**config.mk**
```make
export PLATFORM = sky130hd
export DESIGN_NAME = w5300_multi_socket_entry
export DESIGN_NICKNAME = d
export VERILOG_FILES = /design/src/rtl/w5300_multi_socket_entry.sv
export SDC_FILE = /design/constraint.sdc
export NUM_CORES = 1
export LEC_CHECK = 0
export ABC_AREA = 1
export CAP_MARGIN = 10
export CORE_MARGIN = 5
export CORE_UTILIZATION = 35
export CTS_CLUSTER_SIZE = 30
export DETAILED_ROUTE_END_ITERATION = 8
export GPL_TIMING_DRIVEN = 0
export PLACE_DENSITY = 0.81
export SLEW_MARGIN = 20
export SYNTH_ARGS = -nofsm -noshare
export SYNTH_HDL_FRONTEND = slang
export SYNTH_SLANG_ARGS = --single-unit
export TNS_END_PERCENT = 1
```
**constraint.sdc**
```tcl
create_clock -name clk -period 2.33 [get_ports clk]
set_clock_uncertainty 0.2 [all_clocks]
set_input_delay 0.466 -clock clk [delete_from_list [all_inputs] [get_ports clk]]
set_output_delay 0.466 -clock clk [all_outputs]
set_load 0.05 [all_outputs]
```
**src/rtl/w5300_multi_socket_entry.sv**
```systemverilog
// w5300_multi_socket_entry
//   Top-level sequencer for the W5300 driver. Brings the chip up (reset wait,
//   common config, per-socket config, ID handshake), then schedules interrupt
//   service, per-socket receive and per-socket transmit. The active engine's
//   bus request is steered onto the shared w5300_interface control bus.
//
// Ports
//   clk, rst_n                 clock, async active-low reset
//   if_addr_o/if_wr_data_o/if_req_o   shared interface bus (addr bit10 = RD/WR)
//   if_rd_data_i, if_op_state_i       interface read data / access-complete pulse
//   int_n_i                    W5300 interrupt (async, active-low)
//   eth_tx_req_i               per-socket transmit request (level)
//   {com,sock,tx,rx}_start_o   engine start pulses
//   {com,sock,tx,rx}_done_i    engine completion pulses
//   {com,sock,tx,rx}_req_i/_addr_i/_wr_data_i   engine bus requests
//   sock_sel_o, tx_sel_o, rx_sel_o    socket index handed to the engines
//   ready_o, error_o, err_clr_i       status / error recovery
//
// state        | meaning
// S_INIT       | post-reset wait
// S_CFG_COM    | common register configuration engine running
// S_CFG_SOCK   | per-socket configuration, one iteration per socket
// S_HANDSHAKE  | reading the ID register, retrying on mismatch
// S_IDLE       | scheduler: irq > receive > transmit
// S_IRQ        | reading IR and merging socket bits into rx_pend
// S_RX         | receive engine serving rx_sel
// S_TX         | transmit engine serving tx_sel
// S_ERROR      | parked until err_clr
module w5300_multi_socket_entry #(
  parameter int NUM_SOCKETS       = 1,
  parameter int RESET_WAIT_CYCLES = 1000,
  parameter int TIMEOUT_CYCLES    = 6000,
  parameter int HS_RETRIES        = 4,
  localparam int SEL_W = (NUM_SOCKETS > 1) ? $clog2(NUM_SOCKETS) : 1
) (
  input  logic                   clk,
  input  logic                   rst_n,
  output logic [10:0]            if_addr_o,
  output logic [15:0]            if_wr_data_o,
  output logic                   if_req_o,
  input  logic [15:0]            if_rd_data_i,
  input  logic                   if_op_state_i,
  input  logic                   int_n_i,
  input  logic [NUM_SOCKETS-1:0] eth_tx_req_i,
  output logic                   com_start_o,
  input  logic                   com_done_i,
  input  logic                   com_req_i,
  input  logic [10:0]            com_addr_i,
  input  logic [15:0]            com_wr_data_i,
  output logic                   sock_start_o,
  input  logic                   sock_done_i,
  input  logic                   sock_req_i,
  input  logic [10:0]            sock_addr_i,
  input  logic [15:0]            sock_wr_data_i,
  output logic                   tx_start_o,
  input  logic                   tx_done_i,
  input  logic                   tx_req_i,
  input  logic [10:0]            tx_addr_i,
  input  logic [15:0]            tx_wr_data_i,
  output logic                   rx_start_o,
  input  logic                   rx_done_i,
  input  logic                   rx_req_i,
  input  logic [10:0]            rx_addr_i,
  input  logic [15:0]            rx_wr_data_i,
  output logic [SEL_W-1:0]       sock_sel_o,
  output logic [SEL_W-1:0]       tx_sel_o,
  output logic [SEL_W-1:0]       rx_sel_o,
  output logic                   ready_o,
  output logic                   error_o,
  input  logic                   err_clr_i
);

  localparam logic        RD     = 1'b1;
  localparam logic [9:0]  ID_REG = 10'h0FE;
  localparam logic [9:0]  IR_REG = 10'h002;
  localparam logic [15:0] ID_VAL = 16'h5300;
  localparam int CNT_MAX = (RESET_WAIT_CYCLES > TIMEOUT_CYCLES) ? RESET_WAIT_CYCLES : TIMEOUT_CYCLES;
  localparam int CNT_W   = $clog2(CNT_MAX + 1);
  localparam int RET_W   = $clog2(HS_RETRIES + 1);

  typedef enum logic [3:0] {
    S_INIT, S_CFG_COM, S_CFG_SOCK, S_HANDSHAKE, S_IDLE, S_IRQ, S_RX, S_TX, S_ERROR
  } state_t;

  state_t                 state_q;
  logic [CNT_W-1:0]       cnt_q;
  logic [RET_W-1:0]       retry_q;
  logic [1:0]             sync_q;
  logic                   irq_pend_q;
  logic [NUM_SOCKETS-1:0] rx_pend_q;
  logic [SEL_W-1:0]       rx_ptr_q, tx_ptr_q;
  logic [SEL_W-1:0]       sock_sel_q, rx_sel_q, tx_sel_q;
  logic                   com_start_q, sock_start_q, rx_start_q, tx_start_q;
  logic                   ready_q, error_q;

  logic                   done_evt, wd_state, to_error;
  logic [SEL_W-1:0]       rx_pick, tx_pick;

  // First set bit at or after ptr, wrapping: smallest forward distance wins.
  function automatic logic [SEL_W-1:0] rr_pick(input logic [NUM_SOCKETS-1:0] mask,
                                               input logic [SEL_W-1:0] ptr);
    logic [SEL_W-1:0] pick;
    int best_d, d;
    pick   = ptr;
    best_d = NUM_SOCKETS;
    for (int i = 0; i < NUM_SOCKETS; i++) begin
      d = (i + NUM_SOCKETS - int'(ptr)) % NUM_SOCKETS;
      if (mask[i] && d < best_d) begin
        best_d = d;
        pick   = SEL_W'(i);
      end
    end
    return pick;
  endfunction

  function automatic logic [SEL_W-1:0] wrap_inc(input logic [SEL_W-1:0] s);
    return (int'(s) == NUM_SOCKETS - 1) ? '0 : s + SEL_W'(1);
  endfunction

  function automatic logic [NUM_SOCKETS-1:0] sel_mask(input logic [SEL_W-1:0] s);
    logic [NUM_SOCKETS-1:0] m;
    for (int i = 0; i < NUM_SOCKETS; i++) m[i] = (int'(s) == i);
    return m;
  endfunction

  always_comb begin
    done_evt = 1'b0;
    case (state_q)
      S_CFG_COM:          done_evt = com_done_i;
      S_CFG_SOCK:         done_evt = sock_done_i;
      S_HANDSHAKE, S_IRQ: done_evt = if_op_state_i;
      S_RX:               done_evt = rx_done_i;
      S_TX:               done_evt = tx_done_i;
      default:            done_evt = 1'b0;
    endcase
    wd_state = !(state_q inside {S_INIT, S_IDLE, S_ERROR});
    // A completion in the timeout cycle takes precedence over the watchdog.
    to_error = (wd_state && int'(cnt_q) == TIMEOUT_CYCLES - 1 && !done_evt) ||
               (state_q == S_HANDSHAKE && if_op_state_i && if_rd_data_i != ID_VAL &&
                int'(retry_q) == HS_RETRIES - 1);
    rx_pick = rr_pick(rx_pend_q, rx_ptr_q);
    tx_pick = rr_pick(eth_tx_req_i, tx_ptr_q);
  end

  always_ff @(posedge clk or negedge rst_n) begin
    if (!rst_n) begin
      state_q      <= S_INIT;
      cnt_q        <= '0;
      retry_q      <= '0;
      sync_q       <= 2'b11;
      irq_pend_q   <= 1'b0;
      rx_pend_q    <= '0;
      rx_ptr_q     <= '0;
      tx_ptr_q     <= '0;
      sock_sel_q   <= '0;
      rx_sel_q     <= '0;
      tx_sel_q     <= '0;
      com_start_q  <= 1'b0;
      sock_start_q <= 1'b0;
      rx_start_q   <= 1'b0;
      tx_start_q   <= 1'b0;
      ready_q      <= 1'b0;
      error_q      <= 1'b0;
    end else begin
      sync_q       <= {sync_q[0], int_n_i};
      com_start_q  <= 1'b0;
      sock_start_q <= 1'b0;
      rx_start_q   <= 1'b0;
      tx_start_q   <= 1'b0;
      cnt_q        <= (state_q == S_IDLE || state_q == S_ERROR) ? '0 : cnt_q + CNT_W'(1);
      if (!sync_q[1] && state_q != S_ERROR && state_q != S_INIT) irq_pend_q <= 1'b1;

      case (state_q)
        S_INIT: if (int'(cnt_q) == RESET_WAIT_CYCLES - 1) begin
          state_q     <= S_CFG_COM;
          com_start_q <= 1'b1;
          cnt_q       <= '0;
        end
        S_CFG_COM: if (com_done_i) begin
          state_q      <= S_CFG_SOCK;
          sock_sel_q   <= '0;
          sock_start_q <= 1'b1;
          cnt_q        <= '0;
        end
        S_CFG_SOCK: if (sock_done_i) begin
          cnt_q <= '0;  // each socket iteration gets a full watchdog budget
          if (int'(sock_sel_q) == NUM_SOCKETS - 1) begin
            state_q <= S_HANDSHAKE;
            retry_q <= '0;
          end else begin
            sock_sel_q   <= sock_sel_q + SEL_W'(1);
            sock_start_q <= 1'b1;
          end
        end
        S_HANDSHAKE: if (if_op_state_i) begin
          cnt_q <= '0;  // each ID read gets a full watchdog budget
          if (if_rd_data_i == ID_VAL) begin
            state_q <= S_IDLE;
            ready_q <= 1'b1;
          end else begin
            retry_q <= retry_q + RET_W'(1);
          end
        end
        S_IDLE: begin
          cnt_q <= '0;
          if (irq_pend_q) begin
            state_q <= S_IRQ;
          end else if (|rx_pend_q) begin
            state_q    <= S_RX;
            rx_sel_q   <= rx_pick;
            rx_start_q <= 1'b1;
          end else if (|eth_tx_req_i) begin
            state_q    <= S_TX;
            tx_sel_q   <= tx_pick;
            tx_start_q <= 1'b1;
          end
        end
        S_IRQ: if (if_op_state_i) begin
          rx_pend_q  <= rx_pend_q | if_rd_data_i[NUM_SOCKETS-1:0];
          irq_pend_q <= 1'b0;
          state_q    <= S_IDLE;
          cnt_q      <= '0;
        end
        S_RX: if (rx_done_i) begin
          rx_pend_q <= rx_pend_q & ~sel_mask(rx_sel_q);
          rx_ptr_q  <= wrap_inc(rx_sel_q);
          state_q   <= S_IDLE;
          cnt_q     <= '0;
        end
        S_TX: if (tx_done_i) begin
          tx_ptr_q <= wrap_inc(tx_sel_q);
          state_q  <= S_IDLE;
          cnt_q    <= '0;
        end
        S_ERROR: if (err_clr_i) begin
          state_q <= S_INIT;
          error_q <= 1'b0;
          cnt_q   <= '0;
        end
        default: state_q <= S_ERROR;
      endcase

      if (to_error) begin
        state_q    <= S_ERROR;
        error_q    <= 1'b1;
        ready_q    <= 1'b0;
        rx_pend_q  <= '0;
        irq_pend_q <= 1'b0;
        rx_ptr_q   <= '0;
        tx_ptr_q   <= '0;
        cnt_q      <= '0;
      end
    end
  end

  // Bus switch: decoded from the current state only, so reset drops it at once.
  always_comb begin
    if_req_o     = 1'b0;
    if_wr_data_o = 16'h0000;
    if_addr_o    = {RD, 10'h000};
    case (state_q)
      S_CFG_COM:   {if_req_o, if_wr_data_o, if_addr_o} = {com_req_i, com_wr_data_i, com_addr_i};
      S_CFG_SOCK:  {if_req_o, if_wr_data_o, if_addr_o} = {sock_req_i, sock_wr_data_i, sock_addr_i};
      S_RX:        {if_req_o, if_wr_data_o, if_addr_o} = {rx_req_i, rx_wr_data_i, rx_addr_i};
      S_TX:        {if_req_o, if_wr_data_o, if_addr_o} = {tx_req_i, tx_wr_data_i, tx_addr_i};
      S_HANDSHAKE: begin if_req_o = 1'b1; if_addr_o = {RD, ID_REG}; end
      S_IRQ:       begin if_req_o = 1'b1; if_addr_o = {RD, IR_REG}; end
      default:     ;
    endcase
  end

  assign com_start_o  = com_start_q;
  assign sock_start_o = sock_start_q;
  assign rx_start_o   = rx_start_q;
  assign tx_start_o   = tx_start_q;
  assign sock_sel_o   = sock_sel_q;
  assign rx_sel_o     = rx_sel_q;
  assign tx_sel_o     = tx_sel_q;
  assign ready_o      = ready_q;
  assign error_o      = error_q;

endmodule

```
---- Word-level counts from Yosys, hierarchy flattened ----
Index checks and enable logic that the tools add are counted.
storage, ports and cells
  bits of input ports ..................... 138
  register bits after elaboration ......... 31
operators by class
  eq/ne operators ......................... 30
  reductions and logical operators ........ 30
  bitwise gates (word level) .............. 1
  add/subtract/negate cells ............... 3
  multiplexer cells ....................... 66
operator list
  operator                                                                   number
  13-bit 2-to-1 mux                                                          9
  13-bit case mux with 8 select lines                                        1
  11-bit case mux with 6 select lines                                        1
  16-bit case mux with 4 select lines                                        1
  4-bit 2-to-1 mux                                                           14
  4-bit case mux with 9 select lines                                         1
  1-bit 2-to-1 mux                                                           29
  3-bit inequality test, second input constant                               8
  16-bit by 15-bit == test with 1-bit output, second input constant          1
  4-bit by 3-bit == test with 1-bit output, second input constant            4
  16-bit by 15-bit inequality test with 1-bit output, second input constant  1
  2-bit nonzero test                                                         7
  13-bit by 1-bit adder with 13-bit output, second input constant            1
  13-bit by 11-bit == test with 1-bit output, second input constant          1
  13-bit == test, second input constant                                      1
  3-bit 2-to-1 mux                                                           4
  11-bit AND reduction                                                       1
  2-bit inequality test, second input constant                               5
  1-bit case mux with 5 select lines                                         2
  3-bit AND reduction                                                        3
  4-bit by 2-bit == test with 1-bit output, second input constant            2
  1-bit logical AND                                                          7
  3-bit by 2-bit inequality test with 1-bit output, second input constant    2
  1-bit case mux with 2 select lines                                         3
  17 further kinds                                                           21

---- Logic depth before layout (Yosys ltp) ----
  word-level depth ........................ 8
  gate-level depth with buffers ........... 12
  gate-level depth less buffers ........... 12

---- Worst setup path before layout ----
No wires, ideal clock.
  kind .................................... register to output
  start ................................... register state_q[3]
  end ..................................... output port if_addr_o[0]
  path buffers ............................ 1
  data arrival time ....................... 1,650 ps
  data required time ...................... 1,664 ps
  path slack .............................. 14 ps
  stages on the path, launching flop included .. 7
  path through ............................ dfrtp_1 > nor2_4 > nand2_1 > inv_2 > buf_1 > nand2_1 > nand4_1
between the ends
  longest elaborated chain between the ends .. 2
  elaborated cells between the ends (all ways) .. 7
  classes of those cells .................. eq/ne (6); mux (1)
ends and longest elaborated chain
  item                                                              line  source
  start, declared                                                   85    state_t state_q;
  start signal, assigned                                            147   state_q <= S_INIT;
  start signal, assigned                                            175   state_q <= S_CFG_COM;
  start signal, assigned                                            180   state_q <= S_CFG_SOCK;
  4-bit by 3-bit == test with 1-bit output (tied with other cells)  261   case (state_q)
  11-bit case mux with 6 select lines *                             261
  end, declared                                                     38    output logic [10:0] if_addr_o,
Every way passes the cells marked *; elsewhere a longest branch is shown, timed or not.

---- Final worst setup path ----
  start ................................... register state_q[3]
  end ..................................... output port if_wr_data_o[12]
between the ends
  longest elaborated chain between the ends .. 2
  elaborated cells between the ends (all ways) .. 5
  classes of those cells .................. eq/ne (4); mux (1)
ends and longest elaborated chain
  item                                                              line  source
  4-bit by 3-bit == test with 1-bit output (tied with other cells)  261
  16-bit case mux with 4 select lines *                             261
  end, declared                                                     39    output logic [15:0] if_wr_data_o,
Marked as above.

==> results.cfg <==
[synthesis]
synth_seq_cells = 30
synth_area_mm2 = 0.00246
syn_inst = 394
yosysWarnings = 0
synth.avg_cell_area_um2 = 6.25
ys_types = 32
ys_seq_area_frac = 0.306

[floorplanning]
fp.dieW_um = 93.9
core_mm2 = 0.00683
die-area_mm2 = 0.00881
pin_count = 175
start_util = 0.360
num_rows = 30
dieHeight_um = 93.9

[grt]
grt_antenna_before_repair = 0
grt_pass1_vias = 3405
gr-total-overflow = 0
grtUsageTotal = 0.255
grt_pass1_wl_um = 17400
grt_max_degree = 31

[placement]
port_buffers = 171
placed_cell_area_mm2 = 0.00430
hpwl_um = 9300
gp_congestion = 0.888

[sta]
grt_setup_unrepaired = yes
slew_violations = 0
whs_ns = 0.0135
setup_viol = 28
clock.fmax_ghz = 0.418
post-route-min-period_ns = 2.39
fin_crit_sh = 1.03
fin_ws_ns = -0.0635
hold_violations = 0
worst_pin_slew_ns = 0.665
max_slew_margin = 0.557

[route]
wire_per_inst_um = 17.6
wirelength_um = 12200
drc = 0
ant_nets = 0
routed-via-count = 3496
viasPerCell = 5.04
highest_layer = met4
dr.pass1.iters = 4
met1Wirelength_um = 4540
wl_met3_um = 1160
wl_met2_um = 6140
drt-initial-drc-count = 242

[critical_path]
cp.required_ns = 1.66
worst_setup_path_end_kind = primary output
path_class = flip-flop to primary output
crit_path_max_fanout = 10
worstPathArrival_ns = 1.73
critical_path.startpoint_type = flip-flop

[clock_tree]
numCtsBuffers = 5
htreeDepth = 2
clk_root_buffer_cell = clkbuf_8
holdBufCountCts = 0
cts_tree = done
cts_buffer_depth = 2
cts_sinks = 30
clock_latency_ns = 0.28
cts.reportedPaths.clkPinSlew_ns = 0.07

[final_layout]
multi_input_area_mm2 = 0.00161
regArea_um2 = 758
area_growth_pct = 97.6
drive_gt1_frac = 0.216
fillers = 543
final_nets = 736
final_area_mm2 = 0.00486

[pwr]
p_leak_nw = 2.15
finalPower_w = 0.00509
powerDensity_mw_per_mm2 = 1050
ir_drop_uv = 613

[run_status]
violations = setup timing
status = complete, but fails checks

[hold_path]
min-delay-path-class = input port to asynchronous set/reset pin

[run]
cap_viol_max_count = 0
==> worst max-delay path, stage by stage, from the launching register on <==
cell and delay (ns):
dfrtp_2 0.46, nor2_4 0.23, nand2_4 0.12, inv_6 0.10, clkbuf_8 0.16, nand2_1 0.08, nand4_1 0.12, buf_6 0.17
==> synth_stat cells (all sizes together) <==
| master | n | area share |
|---|---|---|
| dfrtp | 28 | 0.28 |
| o21ai | 8 | 0.016 |
| xor2 | 4 | 0.014 |
| nor2 | 52 | 0.10 |
| nor3b | 1 | 0.0051 |
| nor3 | 6 | 0.012 |
| a21oi | 9 | 0.018 |
| conb | 1 | 0.0015 |
| nand3b | 2 | 0.0061 |
| a31oi | 2 | 0.0051 |
| nand2b | 1 | 0.0025 |
| inv | 39 | 0.059 |
| buf | 11 | 0.026 |
| nand4 | 29 | 0.074 |
| nand2 | 159 | 0.25 |
| a221oi | 5 | 0.018 |
| dfstp | 2 | 0.021 |
| ha | 3 | 0.015 |
| xnor2 | 2 | 0.0071 |
| nand3 | 26 | 0.055 |
| clkinv | 1 | 0.0015 |
| clkbuf | 3 | 0.0046 |
==> timing repair <==
action | CTS | global route
gates resized for setup | 238 | 28
hold endpoints to repair | 0 | 0
cloned | 1 | 4
setup buffers | 15 | 2
pin swaps | 7 | 23
setup endpoints to repair | 28 | 28
==> flip-flops by register name, summed over array words and instances, names as in the netlist <==
name and cells:
irq_pend_q 1, tx_start_o 1, cnt_q 13, ready_o 1, error_o 1, retry_q 3, rx_start_o 1, state_q 4
sync_q 2, com_start_o 1, rx_pend_q 1, sock_start_o 1
==> path summary, 6_finish.rpt <==
path                                         from                     end  slack [ns]  cells after the start
setup / recovery           state_q[3]$_DFFE_PN0P_        if_wr_data_o[12]       -0.06                      7
hold / removal                              rst_n  retry_q[0]$_DFFE_PN0P_        0.01                      1
setup reg to reg           state_q[3]$_DFFE_PN0P_      cnt_q[7]$_DFF_PN0_        0.16                     10
hold reg to reg               sync_q[0]$_DFF_PN1_     sync_q[1]$_DFF_PN1_        0.15                      0
max in group asynchronous                   rst_n  state_q[1]$_DFFE_PN0P_        1.45                      1
min in group clk              sync_q[0]$_DFF_PN1_     sync_q[1]$_DFF_PN1_        0.15                      0
==> final cells by class <==
type                    instances  share of cell area
inverters                      40              0.0358
multi-input cells             312               0.331
well taps                      96              0.0247
repair buffers                191               0.400
clock buffers                   7              0.0178
plain buffers                  13              0.0311
clock inverters                 1             0.00103
repair inverters                2             0.00257
diodes                          1            0.000515
flip-flops and latches         30               0.156
==> through the flow <==
step,cells,utilization,worst slack (ns),setup TNS [ns]
3_3_place_gp,663,0.629,-0.898,-22.28
4_1_cts,686,0.682,-0.0201,-0.0862
3_5_place_dp,663,0.629,-0.889,-23.18
2_1_floorplan,396,-,0.0138,0
5_1_grt,692,0.712,-0.146,-3.10
6_report,693,0.712,-0.0635,-0.819
==> cells in the final DEF (no fill, tap or decap), drive strengths merged <==
| cell | Yosys | routed |
|---|---|---|
| xor2 | 4 | 4 |
| a31oi | 2 | 2 |
| clkbuf | 3 | 12 |
| nand3b | 2 | 2 |
| o21ai | 8 | 8 |
| conb | 1 | 3 |
| nand2b | 1 | 1 |
| clkinvlp | 0 | 1 |
| clkinv | 1 | 4 |
| a221oi | 5 | 5 |
| nor2 | 52 | 52 |
| ha | 3 | 3 |
| buf | 11 | 57 |
| nand4 | 29 | 29 |
| nand3 | 26 | 26 |
| diode | 0 | 1 |
| a21oi | 9 | 9 |
| nor3 | 6 | 6 |
| nor3b | 1 | 1 |
| dfrtp | 28 | 28 |
| xnor2 | 2 | 2 |
| inv | 39 | 38 |
| dfstp | 2 | 2 |
| clkdlybuf4s50 | 0 | 142 |
| nand2 | 159 | 159 |
==> power breakdown <==
part           internal [W]  switching (W)  leakage, nW
registers          0.000616      0.0000967        0.391
logic               0.00150        0.00245         1.71
clock network      0.000238       0.000189       0.0482
total               0.00236        0.00274         2.15
==> layer usage <==
layer	vias to the layer above	track usage
li1	1668	-
met1	1637	0.297
met5	-	0
met3	24	0.0681
met2	167	0.446
met4	0	0.0915
==> kinds of logic (layout without fill, tap and decap cells) <==
family,count (synthesis),after routing,synth area share
AND/OR/NAND/NOR,276,276,0.506
buffers and inverters,54,254,0.0920
flip-flops,30,30,0.306
AO/OA/AOI/OAI,24,24,0.0574
XOR/XNOR,6,6,0.0214
adder cells (fa/ha/maj),3,3,0.0153
other,1,4,0.00152
(Power assumes the default switching activity.)
